==> src/rtl/udp_payload_framer_if.sv <==
// Signal bundle between the UDP response framer, its payload FIFO and the MAC TX stream.
// The master modport is the framer side; the slave modport is the surrounding logic.
interface udp_payload_framer_if;
    logic        start;
    logic [10:0] payload_len;
    logic        busy;
    logic [7:0]  fifo_dout;
    logic        fifo_empty;
    logic        fifo_rd_en;
    logic [7:0]  m_axis_tdata;
    logic        m_axis_tvalid;
    logic        m_axis_tready;
    logic        m_axis_tlast;

    modport master (
        input  start, payload_len, fifo_dout, fifo_empty, m_axis_tready,
        output busy, fifo_rd_en, m_axis_tdata, m_axis_tvalid, m_axis_tlast
    );

    modport slave (
        output start, payload_len, fifo_dout, fifo_empty, m_axis_tready,
        input  busy, fifo_rd_en, m_axis_tdata, m_axis_tvalid, m_axis_tlast
    );
endinterface

==> src/rtl/udp_payload_framer.sv <==
// Wraps FIFO payload bytes in an Ethernet/IPv4/UDP frame (42-byte header, 3-byte opcode,
// payload, zero pad to 60 bytes) and streams it byte-wise to the MAC TX AXI-Stream.
module udp_payload_framer #(
    parameter logic [47:0] DST_MAC     = 48'hFFFF_FFFF_FFFF,
    parameter logic [47:0] SRC_MAC     = 48'h0200_0000_0032,
    parameter logic [31:0] SRC_IP      = {8'd192, 8'd168, 8'd1, 8'd50},
    parameter logic [31:0] DST_IP      = {8'd192, 8'd168, 8'd1, 8'd10},
    parameter logic [15:0] SRC_PORT    = 16'd55556,
    parameter logic [15:0] DST_PORT    = 16'd55555,
    parameter logic [23:0] OPCODE      = 24'hA0B0C0,
    parameter int unsigned MAX_PAYLOAD = 1469
) (
    input  logic                 clk,
    input  logic                 rst,
    udp_payload_framer_if.master bus
);
    typedef enum logic [2:0] {IDLE, CSUM1, CSUM2, HDR, OPC, PAYLOAD, PAD} state_t;

    localparam logic [10:0] MAX_LEN  = 11'(MAX_PAYLOAD);
    localparam logic [10:0] HDR_LAST = 11'd41;
    localparam logic [10:0] OPC_LAST = 11'd44;
    localparam logic [10:0] MIN_LAST = 11'd59;

    state_t      state_q, state_d;
    logic [10:0] cnt_q, cnt_d;
    logic [10:0] nLen_q, nLen_d;
    logic [10:0] lastIdx_q, lastIdx_d;
    logic [15:0] ipLen_q, ipLen_d;
    logic [15:0] udpLen_q, udpLen_d;
    logic [15:0] ipId_q, ipId_d;
    logic [15:0] csum_q, csum_d;
    logic [31:0] sum_q, sum_d;

    logic [10:0]  lenClamped;
    logic [16:0]  fold1;
    logic [15:0]  fold2;
    logic [335:0] hdrVec;
    logic [7:0]   hdrByte;
    logic [7:0]   opcByte;

    always_ff @(posedge clk) begin
        if (rst) begin
            state_q   <= IDLE;
            cnt_q     <= '0;
            nLen_q    <= '0;
            lastIdx_q <= '0;
            ipLen_q   <= '0;
            udpLen_q  <= '0;
            ipId_q    <= '0;
            csum_q    <= '0;
            sum_q     <= '0;
        end else begin
            state_q   <= state_d;
            cnt_q     <= cnt_d;
            nLen_q    <= nLen_d;
            lastIdx_q <= lastIdx_d;
            ipLen_q   <= ipLen_d;
            udpLen_q  <= udpLen_d;
            ipId_q    <= ipId_d;
            csum_q    <= csum_d;
            sum_q     <= sum_d;
        end
    end

    // The header is one big-endian vector; byte k is selected by shifting it up k bytes.
    always_comb begin
        lenClamped = (bus.payload_len > MAX_LEN) ? MAX_LEN : bus.payload_len;
        fold1      = {1'b0, sum_q[31:16]} + {1'b0, sum_q[15:0]};
        fold2      = fold1[15:0] + {15'd0, fold1[16]};
        hdrVec     = {DST_MAC, SRC_MAC, 16'h0800, 16'h4500, ipLen_q, ipId_q,
                      16'h4000, 16'h4011, csum_q, SRC_IP, DST_IP,
                      SRC_PORT, DST_PORT, udpLen_q, 16'h0000};
        hdrByte    = 8'((hdrVec << {cnt_q, 3'b000}) >> 328);
        case (cnt_q)
            11'd42:  opcByte = OPCODE[23:16];
            11'd43:  opcByte = OPCODE[15:8];
            default: opcByte = OPCODE[7:0];
        endcase
    end

    always_comb begin
        state_d   = state_q;
        cnt_d     = cnt_q;
        nLen_d    = nLen_q;
        lastIdx_d = lastIdx_q;
        ipLen_d   = ipLen_q;
        udpLen_d  = udpLen_q;
        ipId_d    = ipId_q;
        csum_d    = csum_q;
        sum_d     = sum_q;

        bus.busy          = (state_q != IDLE);
        bus.m_axis_tvalid = 1'b0;
        bus.m_axis_tdata  = 8'h00;
        bus.m_axis_tlast  = 1'b0;
        bus.fifo_rd_en    = 1'b0;

        case (state_q)
            IDLE: begin
                if (bus.start) begin
                    nLen_d    = lenClamped;
                    ipLen_d   = 16'd31 + {5'd0, lenClamped};
                    udpLen_d  = 16'd11 + {5'd0, lenClamped};
                    lastIdx_d = (lenClamped < 11'd15) ? MIN_LAST : OPC_LAST + lenClamped;
                    state_d   = CSUM1;
                end
            end
            CSUM1: begin
                sum_d   = 32'h0000_4500 + {16'd0, ipLen_q} + {16'd0, ipId_q}
                        + 32'h0000_4000 + 32'h0000_4011
                        + {16'd0, SRC_IP[31:16]} + {16'd0, SRC_IP[15:0]}
                        + {16'd0, DST_IP[31:16]} + {16'd0, DST_IP[15:0]};
                state_d = CSUM2;
            end
            CSUM2: begin
                csum_d  = ~fold2;
                cnt_d   = '0;
                state_d = HDR;
            end
            HDR: begin
                bus.m_axis_tvalid = 1'b1;
                bus.m_axis_tdata  = hdrByte;
                if (bus.m_axis_tready) begin
                    cnt_d = cnt_q + 11'd1;
                    if (cnt_q == HDR_LAST) state_d = OPC;
                end
            end
            OPC: begin
                bus.m_axis_tvalid = 1'b1;
                bus.m_axis_tdata  = opcByte;
                if (bus.m_axis_tready) begin
                    cnt_d = cnt_q + 11'd1;
                    if (cnt_q == OPC_LAST) state_d = (nLen_q == 11'd0) ? PAD : PAYLOAD;
                end
            end
            // An empty FIFO simply withholds tvalid; the frame resumes when data arrives.
            PAYLOAD: begin
                bus.m_axis_tvalid = !bus.fifo_empty;
                bus.m_axis_tdata  = bus.fifo_dout;
                bus.m_axis_tlast  = !bus.fifo_empty && (cnt_q == lastIdx_q);
                bus.fifo_rd_en    = !bus.fifo_empty && bus.m_axis_tready;
                if (!bus.fifo_empty && bus.m_axis_tready) begin
                    cnt_d = cnt_q + 11'd1;
                    if (cnt_q == lastIdx_q) begin
                        state_d = IDLE;
                        ipId_d  = ipId_q + 16'd1;
                    end else if (cnt_q == OPC_LAST + nLen_q) begin
                        state_d = PAD;
                    end
                end
            end
            PAD: begin
                bus.m_axis_tvalid = 1'b1;
                bus.m_axis_tlast  = (cnt_q == lastIdx_q);
                if (bus.m_axis_tready) begin
                    cnt_d = cnt_q + 11'd1;
                    if (cnt_q == lastIdx_q) begin
                        state_d = IDLE;
                        ipId_d  = ipId_q + 16'd1;
                    end
                end
            end
            default: state_d = IDLE;
        endcase
    end
endmodule

==> src/flat_wrapper.sv <==
// flat-port wrapper written by rule: the top's interface ports become plain ports
module udp_payload_framer_flat 
#(
    parameter logic [47:0] DST_MAC     = 48'hFFFF_FFFF_FFFF,
    parameter logic [47:0] SRC_MAC     = 48'h0200_0000_0032,
    parameter logic [31:0] SRC_IP      = {8'd192, 8'd168, 8'd1, 8'd50},
    parameter logic [31:0] DST_IP      = {8'd192, 8'd168, 8'd1, 8'd10},
    parameter logic [15:0] SRC_PORT    = 16'd55556,
    parameter logic [15:0] DST_PORT    = 16'd55555,
    parameter logic [23:0] OPCODE      = 24'hA0B0C0,
    parameter int unsigned MAX_PAYLOAD = 1469
)
  (clk, rst, bus_start, bus_payload_len, bus_fifo_dout, bus_fifo_empty, bus_m_axis_tready, bus_busy, bus_fifo_rd_en, bus_m_axis_tdata, bus_m_axis_tvalid, bus_m_axis_tlast);
  udp_payload_framer_if bus_i ();
  input  logic clk;
  input  logic rst;
  input wire logic [$bits(bus_i.start)-1:0] bus_start;
  input wire logic [$bits(bus_i.payload_len)-1:0] bus_payload_len;
  input wire logic [$bits(bus_i.fifo_dout)-1:0] bus_fifo_dout;
  input wire logic [$bits(bus_i.fifo_empty)-1:0] bus_fifo_empty;
  input wire logic [$bits(bus_i.m_axis_tready)-1:0] bus_m_axis_tready;
  output wire logic [$bits(bus_i.busy)-1:0] bus_busy;
  output wire logic [$bits(bus_i.fifo_rd_en)-1:0] bus_fifo_rd_en;
  output wire logic [$bits(bus_i.m_axis_tdata)-1:0] bus_m_axis_tdata;
  output wire logic [$bits(bus_i.m_axis_tvalid)-1:0] bus_m_axis_tvalid;
  output wire logic [$bits(bus_i.m_axis_tlast)-1:0] bus_m_axis_tlast;
  assign bus_i.start = bus_start;
  assign bus_i.payload_len = bus_payload_len;
  assign bus_i.fifo_dout = bus_fifo_dout;
  assign bus_i.fifo_empty = bus_fifo_empty;
  assign bus_i.m_axis_tready = bus_m_axis_tready;
  assign bus_busy = bus_i.busy;
  assign bus_fifo_rd_en = bus_i.fifo_rd_en;
  assign bus_m_axis_tdata = bus_i.m_axis_tdata;
  assign bus_m_axis_tvalid = bus_i.m_axis_tvalid;
  assign bus_m_axis_tlast = bus_i.m_axis_tlast;
  udp_payload_framer #(.DST_MAC(DST_MAC), .SRC_MAC(SRC_MAC), .SRC_IP(SRC_IP), .DST_IP(DST_IP), .SRC_PORT(SRC_PORT), .DST_PORT(DST_PORT), .OPCODE(OPCODE), .MAX_PAYLOAD(MAX_PAYLOAD)) u_core (.clk(clk), .rst(rst), .bus(bus_i));
endmodule
==> config.mk <==
export PLATFORM = sky130hd
export DESIGN_NAME = udp_payload_framer_flat
export DESIGN_NICKNAME = d
export VERILOG_FILES = /design/src/rtl/udp_payload_framer_if.sv /design/src/rtl/udp_payload_framer.sv /design/src/flat_wrapper.sv
export SDC_FILE = /design/constraint.sdc
export NUM_CORES = 1
export LEC_CHECK = 0
export ABC_CLOCK_PERIOD_IN_PS = 9600
export CAP_MARGIN = 20
export CORE_ASPECT_RATIO = 1.4
export CORE_MARGIN = 8
export CORE_UTILIZATION = 55
export DETAILED_ROUTE_END_ITERATION = 6
export PLACE_DENSITY = 0.74
export SLEW_MARGIN = 15
export SYNTH_ARGS = -nofsm -noshare
export SYNTH_HDL_FRONTEND = slang
export SYNTH_SLANG_ARGS = --single-unit
export TNS_END_PERCENT = 20
==> constraint.sdc <==
create_clock -name clk -period 9.6 [get_ports clk]
set_input_delay 2.88 -clock clk [delete_from_list [all_inputs] [get_ports clk]]
set_output_delay 2.88 -clock clk [all_outputs]
set_load 0.1 [all_outputs]
### After elaboration in Yosys (flattened, before gate mapping)

Cells that the tools add are included.

| cells by class | value |
|---|---|
| add/sub/neg operators | 16 |
| order comparisons | 2 |
| eq/ne operators | 22 |
| shift-type cells | 1 |
| multiplexer cells | 26 |
| bitwise logic cells | 1 |
| reduce and logical (&&, ||, !) cells | 13 |

Operators with widths:

| kind | number |
|---|---|
| $shl A336 B14 Y336 | 1 |
| $add A32 B15 Y32 const B | 2 |
| $add A32 B16 Y32 const B | 2 |
| $add A32 B9 Y32 const B | 2 |
| $mux W16 | 3 |
| $eq A11 B6 Y1 const B | 4 |
| $mux W11 | 4 |
| $pmux W11 S3 | 1 |
| $add A32 B16 Y32 | 1 |
| $pmux W16 S2 | 1 |
| $mux W3 | 10 |
| $pmux W8 S3 | 1 |
| $add A6 B11 Y11 const A | 2 |
| $eq A11 B11 Y1 | 2 |
| $pmux W3 S7 | 1 |
| $add A15 B16 Y17 const A | 1 |
| $add A16 B16 Y17 | 1 |
| $add A16 B1 Y16 | 1 |
| $add A16 B1 Y16 const B | 1 |
| $not A16 Y16 | 1 |
| $pmux W7 S2 | 1 |
| $add A4 B11 Y12 const A | 1 |
| $add A5 B11 Y12 const A | 1 |
| $add A11 B1 Y11 const B | 1 |
| other kinds (21) | 35 |

| word-level totals | value |
|---|---|
| register bits after elaboration | 132 |
| bits of input ports | 24 |
| output and inout port bits | 12 |
| word-level logic and storage cells | 90 |

### Depth between registers and ports, before layout

| logic depth | value |
|---|---|
| depth in word-level cells | 8 |
| mapped depth | 14 |
| mapped depth without buffers | 13 |

### Worst setup path after synthesis

No wires, ideal clock.

| timing | value |
|---|---|
| path kind | input-to-output |
| from | in bus_fifo_empty |
| to | out bus_fifo_rd_en |
| arrival time | 5.839 ns |
| data required time | 6.720 ns |
| slack | 0.881 ns |
| stages | 1 |
| path buffers | 0 |
| cell sequence | nor4_1 |

| between the ends | value |
|---|---|
| cells in the longest elaborated chain, start to end | 3 |

RTL lines:

| item | RTL line | RTL |
|---|---|---|
| start: declaration | flat_wrapper.sv:20 | `input wire logic [$bits(bus_i.fifo_empty)-1:0] bus_fifo_empty;` |
| $logic_not A1 Y1 | udp_payload_framer.sv:141 | `bus.fifo_rd_en = !bus.fifo_empty && bus.m_axis_tready;` |
| $logic_and A1 B1 Y1 | udp_payload_framer.sv:141 |  |
| $mux W1 | udp_payload_framer.sv:98 | `case (state_q)` |
| end: declaration | flat_wrapper.sv:23 | `output wire logic [$bits(bus_i.fifo_rd_en)-1:0] bus_fifo_rd_en;` |

Every way passes these cells.

### Final worst setup path

| timing | value |
|---|---|
| from | in bus_m_axis_tready |
| to | out bus_fifo_rd_en |

| between the ends | value |
|---|---|
| cells in the longest elaborated chain, start to end | 2 |

RTL lines:

| item | RTL line | RTL |
|---|---|---|
| start: declaration | flat_wrapper.sv:21 | `input wire logic [$bits(bus_i.m_axis_tready)-1:0] bus_m_axis_tready;` |
| $logic_and A1 B1 Y1 | udp_payload_framer.sv:141 |  |
| $mux W1 | udp_payload_framer.sv:98 |  |

Every way passes these cells.

==> flow_summary.toml <==
[layout]
multi_input_area_um2 = 5080
layout.nets = 1089
layout-drive-gt1-share_pct = 3.52
nFillCells = 1358
antenna_cells = 0
final_core_util_pct = 60.6
regArea_um2 = 2160
final_cell_area_um2 = 8390
syn_to_final_growth_pct = 8.49

[yosys]
synth-warning-count = 0
synth_area_leader_cell = "dfxtp_1"
ys_seq_area_share_pct = 28.0
synth_seq_cells = 108
synthArstFlopShare_pct = 0
avgSynthCellArea_um2 = 7.47
syn_area_um2 = 7730
syn_nets = 1104
synth-edff-count = 0
post_synth_num_cell_types = 72
post-synth-top-count-cell = "nor2_1"
synth.area.top_cells = "dfxtp_1 28%, ha_1 7.0%, xnor2_1 6.7%"
ys_top_cells_by_count = "131 x nor2_1, 108 x dfxtp_1, 105 x nand2_1"
synthFlopType = "dfxtp_1"
syn_inst = 1035
yosysTopAreaCellShare_pct = 28.0

[grt]
first_global_vias = 6809
grt_max_degree = 101
overflow = 0
grt_antenna_before_repair = 0
gr-usage-all-layers_pct = 23.5
grt_pass1_wl_um = 34100

[cts]
cts_hold_buf = 0
cts_tree = "done"
cts_setup_buffers = 0
numCtsBuffers = 9
ctsLongestPathBuffers = 2
clkTransAtPathRegs_ns = 0.06
cts_resized = 0
cts_sinks = 108
cts_root_buf = "clkbuf_16"
ctsHtreeMaxLevel = 3
clkLatencyLatePin_ns = 0.35

[timing]
period_share_pct = 81.4
rsz0062_at_grt = "false"
final_hold_viol_count = 0
worst_slew_pin_slew_ns = 1.07
slew_violations = 0
finalSetupTns_ns = 0
setup_viol = 0
min_period_ns = 7.82
fmax_mhz = 128
slew_headroom_pct = 28.9
final.setup_skew_ns = 0.00641

[power_and_ir_drop]
comb_power_share_pct = 41.6
p_int_uw = 1070
switching_power_uw = 767
switching_share_pct = 41.8
p_clk_share_pct = 21.8
leakage_uw = 0.00303
p_per_area_nw_per_um2 = 218
seqPwrFrac_pct = 36.6
ir_drop_mv = 0.145

[critical_path]
worstPathRequired_ns = 6.72
endpoint_kind = "primary output"
arrival_ns = 4.94
cp_slowest_cell = "clkdlybuf4s50_1"
crit_family = "buffers and inverters"
path_buf_inv = 3
cp-startpoint = "bus_m_axis_tready"
critPathMaxStageDelay_ns = 1.18
critPathKind = "in2out"
path_cells = "clkdlybuf4s50_1 -> inv_1 -> nor4_1 -> clkdlybuf4s50_1"
critPathMaxFanout = 5
crit_top_cell = "clkdlybuf4s50_1"
r2r-start = "u_core.sum_q[0]"
worstSetupStartpointType = "primary input"

[outcome]
outcome = "finished clean"

[die]
initial_core_util_pct = 55.9
chipHeight_um = 156
rows = 51
io_pins = 36
die_w_um = 116
fp.coreArea_um2 = 13800
die_area_um2 = 18200

[place]
place.gp.congestion = 0.947
placed_area_um2 = 8080
dp_hpwl_um = 15400
port_buffers = 35

[hold_path]
hold_path_class = "reg2reg"
worstHoldStart = "u_core.csum_q[14]"

[detailed_routing]
wire_per_inst_um = 17.3
wirelength_um = 20900
first_iter_violations = 494
firstDrtPassIters = 5
num_vias = 7107
drcViolationCount = 0
ant_nets = 0
routed_via_density = 5.88

[run]
maxCapViolations = 0
-- worst register-to-register path, delay by kind of cell (launching register included) --
kind / cells / cell delay (ns)
simple gates: 7 / 1.92
fa+ha+maj: 4 / 1.28
compound gates: 2 / 0.27
flops: 1 / 0.34
-- layout by cell type, fill, tap and decap left out, types with 5 or more instances in the layout --
| cell type | netlist | final |
|---|---|---|
| mux2i_1 | 9 | 9 |
| inv_1 | 54 | 54 |
| nand2b_1 | 7 | 7 |
| dfxtp_1 | 108 | 108 |
| nor2b_1 | 12 | 12 |
| a311oi_1 | 6 | 6 |
| ha_1 | 43 | 43 |
| xnor2_1 | 59 | 59 |
| clkdlybuf4s50_1 | 0 | 34 |
| or3_1 | 12 | 12 |
| a21o_1 | 9 | 9 |
| nand4_1 | 13 | 13 |
| buf_4 | 3 | 8 |
| o31ai_1 | 6 | 6 |
| o21a_1 | 11 | 11 |
| nand2_1 | 105 | 105 |
| and3_1 | 7 | 7 |
| nand3b_1 | 5 | 5 |
| nor4_1 | 13 | 13 |
| o22ai_1 | 6 | 6 |
| nor2_1 | 131 | 131 |
| xor2_1 | 28 | 28 |
| o21ai_0 | 52 | 52 |
| a21oi_1 | 88 | 88 |
| a31oi_1 | 9 | 9 |
| nor3_1 | 21 | 21 |
| nand3_1 | 33 | 33 |
| and4_1 | 5 | 5 |
| a211oi_1 | 41 | 41 |
| clkbuf_16 | 0 | 9 |
| o211ai_1 | 8 | 8 |
-- cells by family after synthesis --
group / Yosys count / share of synthesized area [%]
muxes: 12 / 2.04
buffers and inverters: 122 / 6.39
xor gates and xnor gates: 89 / 10.3
adders and majority gates: 46 / 7.60
AOI/OAI and AO/OA: 271 / 22.1
DFF: 108 / 28.0
and+or+nand+nor: 387 / 23.6
-- area by class of cell --
| class | instances | area share (%) |
|---|---|---|
| Multi-Input combinational cell | 805 | 60.5 |
| Sequential cell | 108 | 25.8 |
| Timing Repair Buffer | 42 | 4.77 |
| Clock buffer | 12 | 2.94 |
| Tap cell | 185 | 2.76 |
| Inverter | 54 | 2.42 |
| Clock inverter | 3 | 0.820 |
-- power by group through the flow --
stage                     sequential [µW]  combinational (µW)  clock, µW
after floorplan                       604                 642          0
after global placement                679                 750          0
after detailed placement              681                 755          0
after CTS                             671                 764        402
after global routing                  685                 849        418
final                                 672                 762        400
-- path summary, 6_finish.rpt --
| check | to | cells after the start | slack (ns) |
|---|---|---|---|
| hold reg to reg | u_core.csum_q[14] | 2 | 0.46 |
| setup / recovery | bus_fifo_rd_en | 4 | 1.78 |
| hold / removal | u_core.csum_q[14] | 2 | 0.46 |
| setup reg to reg | u_core.csum_q[14] | 13 | 5.62 |
-- per-layer routing --
metal  vias up  wire length (µm)  GRT usage [%]
met2       132             10800           41.6
met4         0               895           11.9
met1      3311              8620           27.0
li1       3614                 -              -
met5         -                 0              0
met3        50               549           2.82
-- metrics by stage --
stage                     hold WS [ns]  cells  setup slack [ns]  power, µW
after floorplan                  0.432   1035             0.881       1250
after global placement           0.443   1194              1.82       1430
after detailed placement         0.449   1194              1.79       1440
after CTS                        0.459   1209              1.77       1840
after global routing             0.477   1209              1.66       1950
final                            0.456   1209              1.78       1830
-- registers in the layout, indices dropped and copies added (netlist names) --
| name | cells |
|---|---|
| u_core.csum_q | 16 |
| u_core.cnt_q | 11 |
| u_core.lastIdx_q | 11 |
| u_core.ipId_q | 16 |
| u_core.sum_q | 18 |
| u_core.state_q | 3 |
| u_core.nLen_q | 11 |
| u_core.ipLen_q | 12 |
| u_core.udpLen_q | 10 |
No activity file was read; power rests on OpenSTA's default activity.
